### config.mk
export PLATFORM = sky130hd
export DESIGN_NAME = rtc_bus_sequencer_flat
export DESIGN_NICKNAME = d
export VERILOG_FILES = /design/src/rtl/rtc_bus_sequencer_if.sv /design/src/rtl/rtc_bus_sequencer.sv /design/src/flat_wrapper.sv
export SDC_FILE = /design/constraint.sdc
export NUM_CORES = 1
export LEC_CHECK = 0
export ABC_CLOCK_PERIOD_IN_PS = 4200
export CAP_MARGIN = 20
export CORE_ASPECT_RATIO = 0.7
export CORE_MARGIN = 2
export CORE_UTILIZATION = 50
export DETAILED_ROUTE_END_ITERATION = 7
export GPL_TIMING_DRIVEN = 0
export PLACE_DENSITY = 0.86
export SYNTH_ARGS = -nofsm -noshare
export SYNTH_HDL_FRONTEND = slang
export SYNTH_SLANG_ARGS = --single-unit
### constraint.sdc
create_clock -name clk -period 4.2 [get_ports clk]
set_input_delay 0.42 -clock clk [delete_from_list [all_inputs] [get_ports clk]]
set_output_delay 0.42 -clock clk [all_outputs]
set_load 0.02 [all_outputs]
### src/rtl/rtc_bus_sequencer_if.sv
// Bus bundle for rtc_bus_sequencer.
//   Request side : start, mode, ch_mask, addr_table, wr_data, auto_en
//   AD buffer    : ad_in (from buffer), ad_out / ad_oe (to buffer)
//   RTC strobes  : a_d, cs, rd, wr (active low except a_d)
//   Status       : busy, done, rd_data, rd_valid
// slave  = the sequencer; master = the controller / environment driving it.
interface rtc_bus_sequencer_if #(
  parameter int unsigned DATA_W = 8,
  parameter int unsigned N_REGS = 9
);
  logic                       start;
  logic [1:0]                 mode;
  logic [N_REGS-1:0]          ch_mask;
  logic [N_REGS*DATA_W-1:0]   addr_table;
  logic [N_REGS*DATA_W-1:0]   wr_data;
  logic                       auto_en;
  logic [DATA_W-1:0]          ad_in;
  logic [DATA_W-1:0]          ad_out;
  logic                       ad_oe;
  logic                       a_d;
  logic                       cs;
  logic                       rd;
  logic                       wr;
  logic                       busy;
  logic                       done;
  logic [N_REGS*DATA_W-1:0]   rd_data;
  logic [N_REGS-1:0]          rd_valid;

  modport master (
    output start, mode, ch_mask, addr_table, wr_data, auto_en, ad_in,
    input  ad_out, ad_oe, a_d, cs, rd, wr, busy, done, rd_data, rd_valid
  );

  modport slave (
    input  start, mode, ch_mask, addr_table, wr_data, auto_en, ad_in,
    output ad_out, ad_oe, a_d, cs, rd, wr, busy, done, rd_data, rd_valid
  );
endinterface

### src/rtl/rtc_bus_sequencer.sv
// Transaction engine for the RTC multiplexed address/data bus.
// Runs masked read / write / command-only bursts over a table of N_REGS
// register addresses, plus periodic auto-refresh read bursts.
// Ports:
//   clk, reset : system clock, synchronous active-high reset
//   bus        : rtc_bus_sequencer_if.slave (request inputs, AD buffer,
//                RTC strobes, busy/done status, captured read data)
// All bus-facing outputs are registered from the next-state values.
module rtc_bus_sequencer #(
  parameter int unsigned DATA_W         = 8,
  parameter int unsigned N_REGS         = 9,
  parameter int unsigned T_PULSE        = 4,
  parameter int unsigned T_GAP          = 2,
  parameter int unsigned REFRESH_CYCLES = 1000000
) (
  input logic                clk,
  input logic                reset,
  rtc_bus_sequencer_if.slave bus
);

  localparam int unsigned CNT_MAX = (T_PULSE > T_GAP) ? T_PULSE : T_GAP;
  localparam int unsigned CW      = (CNT_MAX > 1) ? $clog2(CNT_MAX) : 1;
  localparam int unsigned IW      = (N_REGS > 1) ? $clog2(N_REGS) : 1;
  localparam int unsigned TW      = $clog2(REFRESH_CYCLES);

  localparam logic [CW-1:0] P_LAST = CW'(T_PULSE - 1);
  localparam logic [CW-1:0] G_LAST = CW'(T_GAP - 1);
  localparam logic [TW-1:0] T_LAST = TW'(REFRESH_CYCLES - 1);

  typedef enum logic [2:0] {IDLE, ADDR, GAP_A, DATA, GAP_D, SCAN, DONE} state_t;
  typedef enum logic [1:0] {OP_READ = 2'b00, OP_WRITE = 2'b01, OP_CMD = 2'b10} op_t;

  state_t                     state, state_nx;
  logic [CW-1:0]              cnt, cnt_nx;
  logic [IW-1:0]              idx, idx_nx;
  logic [N_REGS-1:0]          rem, rem_nx;
  op_t                        op, op_nx;
  logic [N_REGS*DATA_W-1:0]   addr_q, addr_nx;
  logic [N_REGS*DATA_W-1:0]   wdata_q, wdata_nx;

  logic                       launch, refresh_go, capture, scan;
  logic [N_REGS-1:0]          scan_src;
  logic [IW-1:0]              first_idx;

  logic [TW-1:0]              timer;
  logic                       pending;

  logic                       cs_nx, rd_nx, wr_nx, a_d_nx, oe_nx, busy_nx, done_nx;
  logic [DATA_W-1:0]          out_nx;
  logic                       cs_q, rd_q, wr_q, a_d_q, oe_q, busy_q, done_q;
  logic [DATA_W-1:0]          out_q;
  logic [N_REGS*DATA_W-1:0]   rd_data_q;
  logic [N_REGS-1:0]          rd_valid_q;

  // Channels still to visit: the live mask when launching, otherwise what
  // remains of the snapshot. The current channel's bit is dropped on entry.
  assign scan_src = (state == IDLE) ? bus.ch_mask : rem;

  always_comb begin
    first_idx = '0;
    for (int unsigned i = N_REGS; i > 0; i--) begin
      if (scan_src[i-1]) first_idx = IW'(i - 1);
    end
  end

  // State register
  always_ff @(posedge clk) begin
    if (reset) begin
      state   <= IDLE;
      cnt     <= '0;
      idx     <= '0;
      rem     <= '0;
      op      <= OP_READ;
      addr_q  <= '0;
      wdata_q <= '0;
    end else begin
      state   <= state_nx;
      cnt     <= cnt_nx;
      idx     <= idx_nx;
      rem     <= rem_nx;
      op      <= op_nx;
      addr_q  <= addr_nx;
      wdata_q <= wdata_nx;
    end
  end

  // Next-state logic. SCAN is never occupied: it is resolved in the same
  // cycle as the transition that requests it, so it takes zero cycles.
  always_comb begin
    state_nx   = state;
    cnt_nx     = cnt;
    idx_nx     = idx;
    rem_nx     = rem;
    op_nx      = op;
    addr_nx    = addr_q;
    wdata_nx   = wdata_q;
    launch     = 1'b0;
    refresh_go = 1'b0;
    capture    = 1'b0;
    scan       = 1'b0;
    unique case (state)
      IDLE: begin
        if (bus.start) begin
          launch   = 1'b1;
          scan     = 1'b1;
          addr_nx  = bus.addr_table;
          wdata_nx = bus.wr_data;
          unique case (bus.mode)
            2'b00:   op_nx = OP_READ;
            2'b01:   op_nx = OP_WRITE;
            default: op_nx = OP_CMD;
          endcase
        end else if (pending) begin
          launch     = 1'b1;
          refresh_go = 1'b1;
          scan       = 1'b1;
          addr_nx    = bus.addr_table;
          op_nx      = OP_READ;
        end
      end
      ADDR, DATA: begin
        if (cnt == P_LAST) begin
          cnt_nx   = '0;
          state_nx = (state == ADDR) ? GAP_A : GAP_D;
          capture  = (state == DATA) && (op == OP_READ);
        end else begin
          cnt_nx = cnt + CW'(1);
        end
      end
      GAP_A, GAP_D: begin
        if (cnt == G_LAST) begin
          cnt_nx = '0;
          if (state == GAP_A && op != OP_CMD) state_nx = DATA;
          else                                scan     = 1'b1;
        end else begin
          cnt_nx = cnt + CW'(1);
        end
      end
      SCAN:    scan     = 1'b1;
      DONE:    state_nx = IDLE;
      default: state_nx = IDLE;
    endcase
    if (scan) begin
      if (|scan_src) begin
        state_nx = ADDR;
        cnt_nx   = '0;
        idx_nx   = first_idx;
        rem_nx   = scan_src & ~(N_REGS'(1) << first_idx);
      end else begin
        state_nx = DONE;
        rem_nx   = '0;
      end
    end
  end

  // Output logic, evaluated on next-state values so the pins are registered
  always_comb begin
    cs_nx   = 1'b1;
    rd_nx   = 1'b1;
    wr_nx   = 1'b1;
    a_d_nx  = 1'b1;
    oe_nx   = 1'b0;
    out_nx  = '0;
    busy_nx = 1'b0;
    done_nx = (state_nx == DONE);
    unique case (state_nx)
      ADDR, GAP_A: begin
        busy_nx = 1'b1;
        a_d_nx  = 1'b0;
        oe_nx   = 1'b1;
        out_nx  = addr_nx[idx_nx*DATA_W +: DATA_W];
        if (state_nx == ADDR) begin
          cs_nx = 1'b0;
          wr_nx = 1'b0;
        end
      end
      DATA, GAP_D: begin
        busy_nx = 1'b1;
        if (op_nx == OP_WRITE) begin
          oe_nx  = 1'b1;
          out_nx = wdata_nx[idx_nx*DATA_W +: DATA_W];
        end
        if (state_nx == DATA) begin
          cs_nx = 1'b0;
          if (op_nx == OP_WRITE) wr_nx = 1'b0;
          else                   rd_nx = 1'b0;
        end
      end
      default: ;
    endcase
  end

  always_ff @(posedge clk) begin
    if (reset) begin
      cs_q       <= 1'b1;
      rd_q       <= 1'b1;
      wr_q       <= 1'b1;
      a_d_q      <= 1'b1;
      oe_q       <= 1'b0;
      out_q      <= '0;
      busy_q     <= 1'b0;
      done_q     <= 1'b0;
      rd_data_q  <= '0;
      rd_valid_q <= '0;
    end else begin
      cs_q   <= cs_nx;
      rd_q   <= rd_nx;
      wr_q   <= wr_nx;
      a_d_q  <= a_d_nx;
      oe_q   <= oe_nx;
      out_q  <= out_nx;
      busy_q <= busy_nx;
      done_q <= done_nx;
      if (launch && op_nx == OP_READ) rd_valid_q <= '0;
      if (capture) begin
        rd_data_q[idx*DATA_W +: DATA_W] <= bus.ad_in;
        rd_valid_q[idx]                 <= 1'b1;
      end
    end
  end

  // Refresh timer. A wrap outranks a same-cycle refresh launch so the
  // request is never lost; repeated wraps collapse into one pending flag.
  always_ff @(posedge clk) begin
    if (reset || !bus.auto_en) begin
      timer   <= '0;
      pending <= 1'b0;
    end else if (timer == T_LAST) begin
      timer   <= '0;
      pending <= 1'b1;
    end else begin
      timer <= timer + TW'(1);
      if (refresh_go) pending <= 1'b0;
    end
  end

  assign bus.cs       = cs_q;
  assign bus.rd       = rd_q;
  assign bus.wr       = wr_q;
  assign bus.a_d      = a_d_q;
  assign bus.ad_oe    = oe_q;
  assign bus.ad_out   = out_q;
  assign bus.busy     = busy_q;
  assign bus.done     = done_q;
  assign bus.rd_data  = rd_data_q;
  assign bus.rd_valid = rd_valid_q;

endmodule
### src/flat_wrapper.sv
// flat-port wrapper written by rule: the top's interface ports become plain ports
module rtc_bus_sequencer_flat 
#(
  parameter int unsigned DATA_W         = 8,
  parameter int unsigned N_REGS         = 9,
  parameter int unsigned T_PULSE        = 4,
  parameter int unsigned T_GAP          = 2,
  parameter int unsigned REFRESH_CYCLES = 1000000
)
  (clk, reset, bus_start, bus_mode, bus_ch_mask, bus_addr_table, bus_wr_data, bus_auto_en, bus_ad_in, bus_ad_out, bus_ad_oe, bus_a_d, bus_cs, bus_rd, bus_wr, bus_busy, bus_done, bus_rd_data, bus_rd_valid);
  rtc_bus_sequencer_if #(.DATA_W(DATA_W), .N_REGS(N_REGS)) bus_i ();
  input logic clk;
  input logic reset;
  input wire logic [$bits(bus_i.start)-1:0] bus_start;
  input wire logic [$bits(bus_i.mode)-1:0] bus_mode;
  input wire logic [$bits(bus_i.ch_mask)-1:0] bus_ch_mask;
  input wire logic [$bits(bus_i.addr_table)-1:0] bus_addr_table;
  input wire logic [$bits(bus_i.wr_data)-1:0] bus_wr_data;
  input wire logic [$bits(bus_i.auto_en)-1:0] bus_auto_en;
  input wire logic [$bits(bus_i.ad_in)-1:0] bus_ad_in;
  output wire logic [$bits(bus_i.ad_out)-1:0] bus_ad_out;
  output wire logic [$bits(bus_i.ad_oe)-1:0] bus_ad_oe;
  output wire logic [$bits(bus_i.a_d)-1:0] bus_a_d;
  output wire logic [$bits(bus_i.cs)-1:0] bus_cs;
  output wire logic [$bits(bus_i.rd)-1:0] bus_rd;
  output wire logic [$bits(bus_i.wr)-1:0] bus_wr;
  output wire logic [$bits(bus_i.busy)-1:0] bus_busy;
  output wire logic [$bits(bus_i.done)-1:0] bus_done;
  output wire logic [$bits(bus_i.rd_data)-1:0] bus_rd_data;
  output wire logic [$bits(bus_i.rd_valid)-1:0] bus_rd_valid;
  assign bus_i.start = bus_start;
  assign bus_i.mode = bus_mode;
  assign bus_i.ch_mask = bus_ch_mask;
  assign bus_i.addr_table = bus_addr_table;
  assign bus_i.wr_data = bus_wr_data;
  assign bus_i.auto_en = bus_auto_en;
  assign bus_i.ad_in = bus_ad_in;
  assign bus_ad_out = bus_i.ad_out;
  assign bus_ad_oe = bus_i.ad_oe;
  assign bus_a_d = bus_i.a_d;
  assign bus_cs = bus_i.cs;
  assign bus_rd = bus_i.rd;
  assign bus_wr = bus_i.wr;
  assign bus_busy = bus_i.busy;
  assign bus_done = bus_i.done;
  assign bus_rd_data = bus_i.rd_data;
  assign bus_rd_valid = bus_i.rd_valid;
  rtc_bus_sequencer #(.DATA_W(DATA_W), .N_REGS(N_REGS), .T_PULSE(T_PULSE), .T_GAP(T_GAP), .REFRESH_CYCLES(REFRESH_CYCLES)) u_core (.clk(clk), .reset(reset), .bus(bus_i));
endmodule
==> run summary <==
Area grow syn2layout - 31.4%
Main synth FF type - dfxtp_1
Post-synthesis register bit count - 281
Initial DRC count - 1606
ANT cells - 0
Port Buffers - 261
Commonest cells post-synth - nand2_1 (352), dfxtp_1 (281), a21oi_1 (177)
Critical Path RT - 4.60 ns
Routed wire length - 47800 um
Worst Path Max Fanout - 10
PwrDens - 703 nW/um^2
Slew @ Worst Pin - 1.02 ns
Unique masters post-synth - 79
CTS tree - built
CP max-delay cell - nor4_1
Final #Nets - 2090
Dpl ws - -0.473 ns
Row cnt - 49
Die width - 196 um
Final hold vios - 0
Synth top area share - 43.4%
Hold Crit Class - in -> reg
Max Cap Viol - 0
Syn Std Cell Area - 13000 um^2
Post-synth EDFFs - 0
Synthesized instance count - 1620
Yosys warns - 0
CTS Buffer Depth - 3
Die Y-Extent - 139 um
Reg2Reg Launch Point - u_core.cnt[1]
Hold Crit Endpoint - u_core.state[1]
Reg clk slew, reported paths - 0.07 ns
Residual DRC - 0
Delay of the slowest cell on the worst path - 0.86 ns
Post-synthesis net count - 1796
Hold path start - reset
Via density per instance - 6.08
Synth area leader - dfxtp_1
DP HPWL - 35800 um
Kind of critical path - in -> reg
CTS root buffer - clkbuf_16
CP endpoint kind - flop
Achievable frequency - 233 MHz
All-layer global routing usage - 33.8%
Post-route insts no fill - 2268
Rel. slew slack - 31.9%
Post-route cell area - 17000 um^2
Net switching power - 5.30 mW
I/O pins - 263
Outcome - complete, but fails checks
Initial core utilization - 50.7%
Core area - 25600 um^2
Reg-to-reg slack, setup - 0.11 ns
Placed instance area - 16000 um^2
Switch share - 44.3%
Share of cells above drive strength 1 - 6.40%
Die ar. - 27200 um^2
Setup Viol. Count Final - 2
RSZ-0062 raised after global routing - no
Post-DRT Antenna Nets - 0
CP startpoint kind - primary input
Hold Path Stages - 2
Reg power frac - 28.3%
Inserted Clock Buffers - 29
Min cycle time layout - 4.29 ns
H-tree levels - 1
Syn avg cell area - 8.00 um^2
Vias - 13.8k
Sum Neg Setup Slack - -0.187 ns
Ys async rst share - 0%
CTS sink cnt - 281
Top-count cell post-synth - nand2_1
Hold slack - 0.279 ns
Worst skew pair latency - 0.57 ns
Clock power frac - 22.5%
Layout Skew - 0.0259 ns
Comb pwr share - 49.2%
Maximum number of pins on one net before global-route repair - 15
Post-synthesis sequential area ratio - 43.4%
Drt pass-1 iters - 6
Crit-path cells - clkdlybuf4s50_1 -> nor4_1 -> and4b_1 -> a211oi_4 -> buf_4 -> and3_1 -> buf_4 -> nor2_2 -> buf_2 -> buf_2 -> a221oi_1 -> o31ai_1 -> o221ai_1
Power, Total - 12.0 mW
Total gr overflow - 0
Critical Path AT - 4.70 ns
Post-route setup slack - -0.0949 ns
Placer Congestion - 1.00
Failing checks - negative setup slack
Final Util - 66.6%
Fin. max-slew vios - 0
Reg2Reg Depth - 12
Number of global-route vias before repair - 12.9k
Routed len/inst - 21.1 um
Cells after DPL - 2212
Pint - 6.67 mW
Peak supply drop - 0.453 mV
Leakage - 6.13 nW
Initial antenna violation count - 0
Ranking of synthesized cells by area - dfxtp_1 (43%), nand2_1 (10%), a21oi_1 (6.8%), mux2i_1 (6.5%), nor2_1 (4.7%)
First-pass GRT wire length - 72300 um
Period utilization - 102%
Reg-to-reg endpoint - u_core.bus.ad_out[6]
[kinds of logic after synthesis]
family	synth area share (%)
flip-flops	43.4
AO/OA/AOI/OAI	17.3
buffers and inverters	4.61
adder cells (fa/ha/maj)	0.869
XOR/XNOR	1.22
AND/OR/NAND/NOR	24.6
multiplexers	8.00
[cell type report]
class,count,area (um^2)
Clock buffer,41,841
Tap cell,331,414
Fill cell,2074,8550
Buffer,117,534
Inverter,17,63.8
Clock inverter,13,155
Sequential cell,281,5630
Timing Repair Buffer,263,2630
Multi-Input combinational cell,1205,6760
[critical path, delay by kind of cell]
family	cells	cell delay, ns
and+or+nand+nor	4	1.59
buffers and inverters	5	1.59
AOI/OAI and AO/OA	4	1.10
[timing repair]
| action | CTS | global route |
|---|---|---|
| pin swaps | 0 | 1 |
| endpoints found under the hold margin | 0 | 0 |
| setup endpoints to repair | 2 | 6 |
| setup buffers | 0 | 2 |
| hold buffers | 0 | 0 |
| resized for setup | 2 | 4 |
[how the worst max path moves through the flow]
stage                                end  slack, ns      startpoint  cells past startpoint
finish              u_core.bus.ad_out[6]      -0.09  bus_ch_mask[5]                     13
detailed placement  u_core.bus.ad_out[4]      -0.47  bus_ch_mask[5]                     12
global route        u_core.bus.ad_out[6]       0.04  bus_ch_mask[5]                     13
CTS                 u_core.bus.ad_out[5]       0.02   u_core.cnt[0]                     10
floorplan           u_core.bus.ad_out[1]       1.17   u_core.cnt[0]                     10
global placement    u_core.bus.ad_out[4]      -0.37  bus_ch_mask[4]                     12
[registers in the layout, indices dropped and copies added, names as in the netlist, 2 cells and up]
register	flops
u_core.addr_q	72
u_core.bus.rd_data	72
u_core.wdata_q	72
u_core.timer	20
u_core.bus.rd_valid	9
u_core.rem	9
u_core.bus.ad_out	8
u_core.idx	4
u_core.state	3
u_core.cnt	2
u_core.op	2
[metal layers]
| metal | vias up | wire length [um] | global-route usage [%] | share of wire [%] |
|---|---|---|---|---|
| li1 | 6256 | - | - | - |
| met4 | 0 | 1540 | 10.5 | 3.2 |
| met1 | 6462 | 19800 | 48.0 | 41 |
| met2 | 934 | 19200 | 48.4 | 40 |
| met3 | 140 | 7230 | 11.1 | 15 |
| met5 | - | 0 | 0 | 0 |
[placed cells by master (no fill, tap or decap), types with 6 or more instances in the layout]
cell type and instances:
mux2i_1 84, o21ai_0 40, a21oi_1 177, o211ai_1 10, o21ai_1 7, xor2_1 10
clkbuf_8 7, nand2_1 352, nand3b_1 6, buf_4 9, a211oi_1 10, inv_1 16
or3_1 11, mux2_2 6, and3_1 15, a22oi_1 14, o221ai_1 6, nand4_1 19
a311oi_1 8, clkbuf_1 83, a31oi_1 13, clkbuf_16 29, xnor2_1 8, nor3_1 24
nand3_1 84, clkdlybuf4s50_1 261, ha_1 9, nand2b_1 6, nor2_1 163, buf_2 24
o32ai_1 6, dfxtp_1 281, and2_1 10
[power groups by stage]
| stage | clock, mW | combinational [mW] | sequential [mW] |
|---|---|---|---|
| detailed placement | 0 | 5.51 | 3.43 |
| finish | 2.69 | 5.89 | 3.39 |
| floorplan | 0 | 3.67 | 3.44 |
| global route | 2.80 | 6.21 | 3.43 |
| global placement | 0 | 5.39 | 3.41 |
| CTS | 2.70 | 5.56 | 3.38 |
Note: power is estimated with default switching activity, not from simulation.
